`config.mk`:
```
export PLATFORM = sky130hd
export DESIGN_NAME = dice_turn_sequencer
export DESIGN_NICKNAME = d
export VERILOG_FILES = /design/src/rtl/dice_turn_sequencer.sv
export SDC_FILE = /design/constraint.sdc
export NUM_CORES = 1
export LEC_CHECK = 0
export BUFFER_PORTS_ARGS = -buffer_cell sky130_fd_sc_hd__buf_4
export CAP_MARGIN = 20
export CORE_UTILIZATION = 55
export CTS_CLUSTER_DIAMETER = 100
export DETAILED_ROUTE_END_ITERATION = 16
export MAX_ROUTING_LAYER = met4
export PLACE_DENSITY = 0.88
export SYNTH_ARGS = -nofsm -noshare
export SYNTH_HDL_FRONTEND = slang
export SYNTH_SLANG_ARGS = --single-unit
```
`constraint.sdc`:
```
create_clock -name clk -period 3.2 [get_ports clk]
set_input_delay 0.32 -clock clk [delete_from_list [all_inputs] [get_ports clk]]
set_output_delay 0.32 -clock clk [all_outputs]
set_load 0.005 [all_outputs]
```
`src/rtl/dice_turn_sequencer.sv`:
```
`default_nettype none
// ============================================================================
// Module      : dice_turn_sequencer
// Description : Turn controller for the dice race game. Waits for a roll
//               request, handshakes with the dice recognition block, animates
//               the current token one square at a time, detects the winner and
//               passes the turn on.
// Revision    : 1.0 - initial release
// ============================================================================
module dice_turn_sequencer #(
   parameter int NUM_PLAYERS  = 2,
   parameter int BOARD_LEN    = 16,
   parameter int STEP_CYCLES  = 4,
   parameter int DICE_TIMEOUT = 100,
   localparam int PW = $clog2(BOARD_LEN),
   localparam int CW = (NUM_PLAYERS > 2) ? $clog2(NUM_PLAYERS) : 1
) (
   input  logic                      clk,
   input  logic                      reset,
   input  logic                      is_game,
   input  logic                      roll_tick,
   input  logic                      dice_valid,
   input  logic [2:0]                dice_value,
   output logic                      dice_req,
   output logic [CW-1:0]             cur_player,
   output logic [NUM_PLAYERS*PW-1:0] pos_flat,
   output logic                      step_pulse,
   output logic [2:0]                last_roll,
   output logic                      roll_error,
   output logic                      game_over,
   output logic [CW-1:0]             winner
);

   localparam int SCW = $clog2(STEP_CYCLES + 1);
   localparam int TCW = $clog2(DICE_TIMEOUT + 1);

   localparam logic [PW-1:0]  C_GOAL        = PW'(BOARD_LEN - 1);
   localparam logic [SCW-1:0] C_STEP_LAST   = SCW'(STEP_CYCLES - 1);
   localparam logic [TCW-1:0] C_TMO_LAST    = TCW'(DICE_TIMEOUT - 1);
   localparam logic [CW-1:0]  C_LAST_PLAYER = CW'(NUM_PLAYERS - 1);

   typedef enum logic [2:0] {
      S_IDLE      = 3'd0,
      S_WAIT_ROLL = 3'd1,
      S_CAPTURE   = 3'd2,
      S_MOVE      = 3'd3,
      S_NEXT_TURN = 3'd4,
      S_GAME_OVER = 3'd5
   } state_t;

   state_t         r_state, w_state;
   logic [PW-1:0]  r_pos [NUM_PLAYERS];
   logic [PW-1:0]  w_pos [NUM_PLAYERS];
   logic [CW-1:0]  r_cur, w_cur;
   logic [2:0]     r_last, w_last;
   logic [2:0]     r_steps, w_steps;
   logic [SCW-1:0] r_step_cnt, w_step_cnt;
   logic [TCW-1:0] r_tmo_cnt, w_tmo_cnt;
   logic           r_dice_req;
   logic           r_step_pulse, w_step_pulse;
   logic           r_roll_error, w_roll_error;
   logic           r_game_over;
   logic [CW-1:0]  r_winner, w_winner;
   logic [PW-1:0]  w_adv;

   // Next-state and next-value logic; dropping is_game overrides every state.
   always_comb begin
      w_state      = r_state;
      w_pos        = r_pos;
      w_cur        = r_cur;
      w_last       = r_last;
      w_steps      = r_steps;
      w_step_cnt   = '0;
      w_tmo_cnt    = '0;
      w_step_pulse = 1'b0;
      w_roll_error = 1'b0;
      w_winner     = r_winner;
      w_adv        = r_pos[r_cur] + 1'b1;

      if (!is_game || r_state == S_IDLE) begin
         for (int i = 0; i < NUM_PLAYERS; i++) begin
            w_pos[i] = '0;
         end
         w_cur    = '0;
         w_last   = '0;
         w_winner = '0;
         w_state  = is_game ? S_WAIT_ROLL : S_IDLE;
      end else begin
         case (r_state)
            S_WAIT_ROLL: begin
               if (roll_tick) begin
                  w_state = S_CAPTURE;
               end
            end
            S_CAPTURE: begin
               w_tmo_cnt = r_tmo_cnt + 1'b1;
               // A result on the timeout cycle still takes precedence.
               if (dice_valid) begin
                  if (dice_value != 3'd0 && dice_value != 3'd7) begin
                     w_last  = dice_value;
                     w_steps = dice_value;
                     w_state = S_MOVE;
                  end else begin
                     w_roll_error = 1'b1;
                     w_state      = S_WAIT_ROLL;
                  end
               end else if (r_tmo_cnt == C_TMO_LAST) begin
                  w_roll_error = 1'b1;
                  w_state      = S_WAIT_ROLL;
               end
            end
            S_MOVE: begin
               if (r_step_cnt == C_STEP_LAST) begin
                  w_pos[r_cur] = w_adv;
                  w_step_pulse = 1'b1;
                  w_steps      = r_steps - 3'd1;
                  // Reaching the goal ends the move even with steps left.
                  if (w_adv == C_GOAL) begin
                     w_winner = r_cur;
                     w_state  = S_GAME_OVER;
                  end else if (r_steps == 3'd1) begin
                     w_state = S_NEXT_TURN;
                  end
               end else begin
                  w_step_cnt = r_step_cnt + 1'b1;
               end
            end
            S_NEXT_TURN: begin
               // A six grants the same player another turn.
               if (r_last != 3'd6) begin
                  w_cur = (r_cur == C_LAST_PLAYER) ? '0 : r_cur + 1'b1;
               end
               w_state = S_WAIT_ROLL;
            end
            S_GAME_OVER: begin
               w_state = S_GAME_OVER;
            end
            default: begin
               w_state = S_IDLE;
            end
         endcase
      end
   end

   // State and registered outputs.
   always_ff @(posedge clk) begin
      if (reset) begin
         r_state      <= S_IDLE;
         for (int i = 0; i < NUM_PLAYERS; i++) begin
            r_pos[i] <= '0;
         end
         r_cur        <= '0;
         r_last       <= '0;
         r_steps      <= '0;
         r_step_cnt   <= '0;
         r_tmo_cnt    <= '0;
         r_dice_req   <= 1'b0;
         r_step_pulse <= 1'b0;
         r_roll_error <= 1'b0;
         r_game_over  <= 1'b0;
         r_winner     <= '0;
      end else begin
         r_state      <= w_state;
         r_pos        <= w_pos;
         r_cur        <= w_cur;
         r_last       <= w_last;
         r_steps      <= w_steps;
         r_step_cnt   <= w_step_cnt;
         r_tmo_cnt    <= w_tmo_cnt;
         r_dice_req   <= (w_state == S_CAPTURE);
         r_step_pulse <= w_step_pulse;
         r_roll_error <= w_roll_error;
         r_game_over  <= (w_state == S_GAME_OVER);
         r_winner     <= w_winner;
      end
   end

   generate
      for (genvar gi = 0; gi < NUM_PLAYERS; gi++) begin : g_pos_pack
         assign pos_flat[gi*PW +: PW] = r_pos[gi];
      end
   endgenerate

   assign dice_req   = r_dice_req;
   assign cur_player = r_cur;
   assign step_pulse = r_step_pulse;
   assign last_roll  = r_last;
   assign roll_error = r_roll_error;
   assign game_over  = r_game_over;
   assign winner     = r_winner;

endmodule
`default_nettype wire

```
==> impl_results.md <==
* Core Area at 2781 µm²
* H-tree levels at 2
* Slack of the worst reg-to-reg path at 930 ps
* Final hold vios at 0
* First drt pass iteration count at 4
* Cts hold-fix bufs at 0
* Most area-consuming cells after synthesis: dfxtp_1, nor2_1, ha_1
* Status: completed
* Simple-gate area share of the yosys netlist at 24.56%
* XOR/XNOR Fraction of Synth Area at 5.946%
* Min-delay worst type: in -> reg
* Fin nets at 223
* Max-slew violations at 0
* Vias at 1381
* CTS clock-pin slew for the worst setup and hold paths at 100 ps
* # rows at 19
* Clock buffer depth at 2
* Final TNS setup at 0 ps
* Syn_area_per_cell at 8.711 µm²
* Vias/cell at 5.803
* Clk_lat worst skew at 320 ps
* RSZ-0062 raised after global routing: no
* Worst setup EP type: register
* First-pass GRT wire length at 5602 µm
* Worst EP required at 3430 ps
* TritonCTS Buffers at 5
* Port bufs at 24
* Yosys warns at 0
* Hold Slack at 196.2 ps
* Post-synthesis mux area share at 5.714%
* Worst slew margin at 62.65%
* Synth area leader: dfxtp_1
* Fraction of registers with async set/reset at 0%
* Post-route ant nets at 0
* Post-synth cell types at 39
* Die X at 56.28 µm
* Ys flop type: dfxtp_1
* Tcrit/Tclk final at 71.07%
* Cells after Synth at 186
* Main combinational cell family by area after synthesis: simple AND/OR/NAND/NOR gates
* Vias in the first global route at 1287
* Hold_sp: reset
* Total power at 640.5 µW
* Area grow syn2layout at 13.13%
* Post-route minimum period at 2274 ps
* Height of the die at 56.28 µm
* Crit-path max FO at 11
* Top-area cell type share of the netlist area at 40.77%
* Dpl hpwl at 2420 µm
* Starting Density at 58.25%
* Initial antenna violation count at 0
* PD cells at 349.4 nW/µm²
* Startpoint Class: register
* Die area at 3167 µm²
* GRT Overall Usage at 23.12%
* CTS Root Cell: clkbuf_4
* Largest net degree at the start of global routing at 19
* Reg-to-Reg Start: cur_player
* Sequential area share after synthesis at 40.77%
* Final clock skew at 14.41 ps
* Endpoints failing setup at 0
* Critical Path AT at 2500 ps
* Total grt overflow at 0
* CTS tree: done
* Synth Area in Adders at 5.405%
* Total wire length at 3182 µm
* Placer Congestion at 0.8330
* Layout cells sized above 1 at 17.87%
* Worst-Margin Slew at 559.6 ps
* IR drop worst, VDD at 0.3259 mV
* DRC Markers at 0
* Setup bufs post-CTS at 0
* Register bit count reported by yosys at 33
* Iter 0 DRT Violations at 30
* Leak Pwr at 0.7201 nW
* Kind of critical path: reg -> reg
* Compound-gate portion of the synthesized area at 12.74%
* Syn_nets at 201
* DR WL/cell at 13.37 µm
* Cell Area, Synth at 1620 µm²
* Post_cts resized at 0
* Max cap viols at 0
* F_max at 439.7 MHz
* Worst setup path start: cur_player
* EDFF count, synth at 0
* Num ports at 25
* # clock sinks at 33
* Ant diodes at 0
## layout make-up
cell class              instances  area [µm²]
clock inverters                 1       5.005
well taps                      31       38.79
inverters                       6       22.52
fillers                       219       948.4
multi-input cells             137       880.8
flip-flops and latches         33       660.6
clock buffers                   5       37.54
repair buffers                 25       187.7
## through the flow
stage | setup WS, ps | utilization, % | cells | cell area, µm²
3_3_place_gp | 1041 | 64.37 | 232 | 1790
4_1_cts | 934.3 | 65.90 | 238 | 1833
5_1_grt | 787.8 | 65.90 | 238 | 1833
2_1_floorplan | 1193 | - | 186 | 1620
6_report | 925.9 | 65.90 | 238 | 1833
3_5_place_dp | 953.1 | 64.37 | 232 | 1790
## logic make-up (layout without fill, tap and decap cells)
kind of cell,after synthesis,in the layout
simple gates,78,78
buf+inv,16,37
xor+xnor,11,11
flops,33,33
mux,9,9
fa+ha+maj,7,7
compound gates,32,32
## layer usage
metal	share of wire [%]	GRT usage (%)	up-vias
met2	49	35.71	32
met1	46	29.34	652
met3	3.9	5.300	5
li1	-	-	692
met5	0	-	-
met4	0.79	9.408	0
## flip-flops by register name (all words and copies together), names as in the netlist
signal      flops
r_state         3
r_tmo_cnt       7
r_steps         3
pos_flat        8
last_roll       3
game_over       1
roll_error      1
r_step_cnt      3
winner          1
step_pulse      1
cur_player      1
dice_req        1
## report_power, final
group	leakage, nW	switching [mW]	internal (mW)
Clock	0.0269	0.125	0.0761
Combinational	0.427	0.0131	0.0118
Sequential	0.266	0.00364	0.411
Total	0.720	0.141	0.499
## critical path, stage by stage (launching register included)
cell and delay (ps):
dfxtp_1 620, mux2_2 400, ha_1 240, xnor2_1 170
nand3_1 100, or3_1 430, and4_2 210
## cells in the mapped netlist (2+ instances only)
master and n:
dfxtp_1 33, nor2_1 25, nand2_1 19, a21oi_1 9, o21ai_0 9, clkbuf_1 7, ha_1 7, mux2i_1 7
nand3_1 7, xnor2_1 7, inv_1 6, or3_1 5, a211oi_1 4, nand3b_1 4, xor2_1 4, and3_1 3
and3b_1 3, a31oi_1 2, mux2_2 2, nand4b_1 2, nor2b_1 2, nor4_1 2
## cell usage in the layout, fill, tap and decap left out, types with 5 or more instances in the layout
cell type  instances
buf_4             25
nand3_1            7
nand2_1           19
ha_1               7
xnor2_1            7
inv_1              6
or3_1              5
mux2i_1            7
a21oi_1            9
dfxtp_1           33
o21ai_0            9
nor2_1            25
clkbuf_4           5
## path summary, 6_finish.rpt
kind	cells past startpoint	end
hold / removal	2	r_steps[0]
setup reg to reg	6	dice_req
setup / recovery	6	dice_req
hold reg to reg	1	r_tmo_cnt[0]
(Power assumes the default switching activity.)
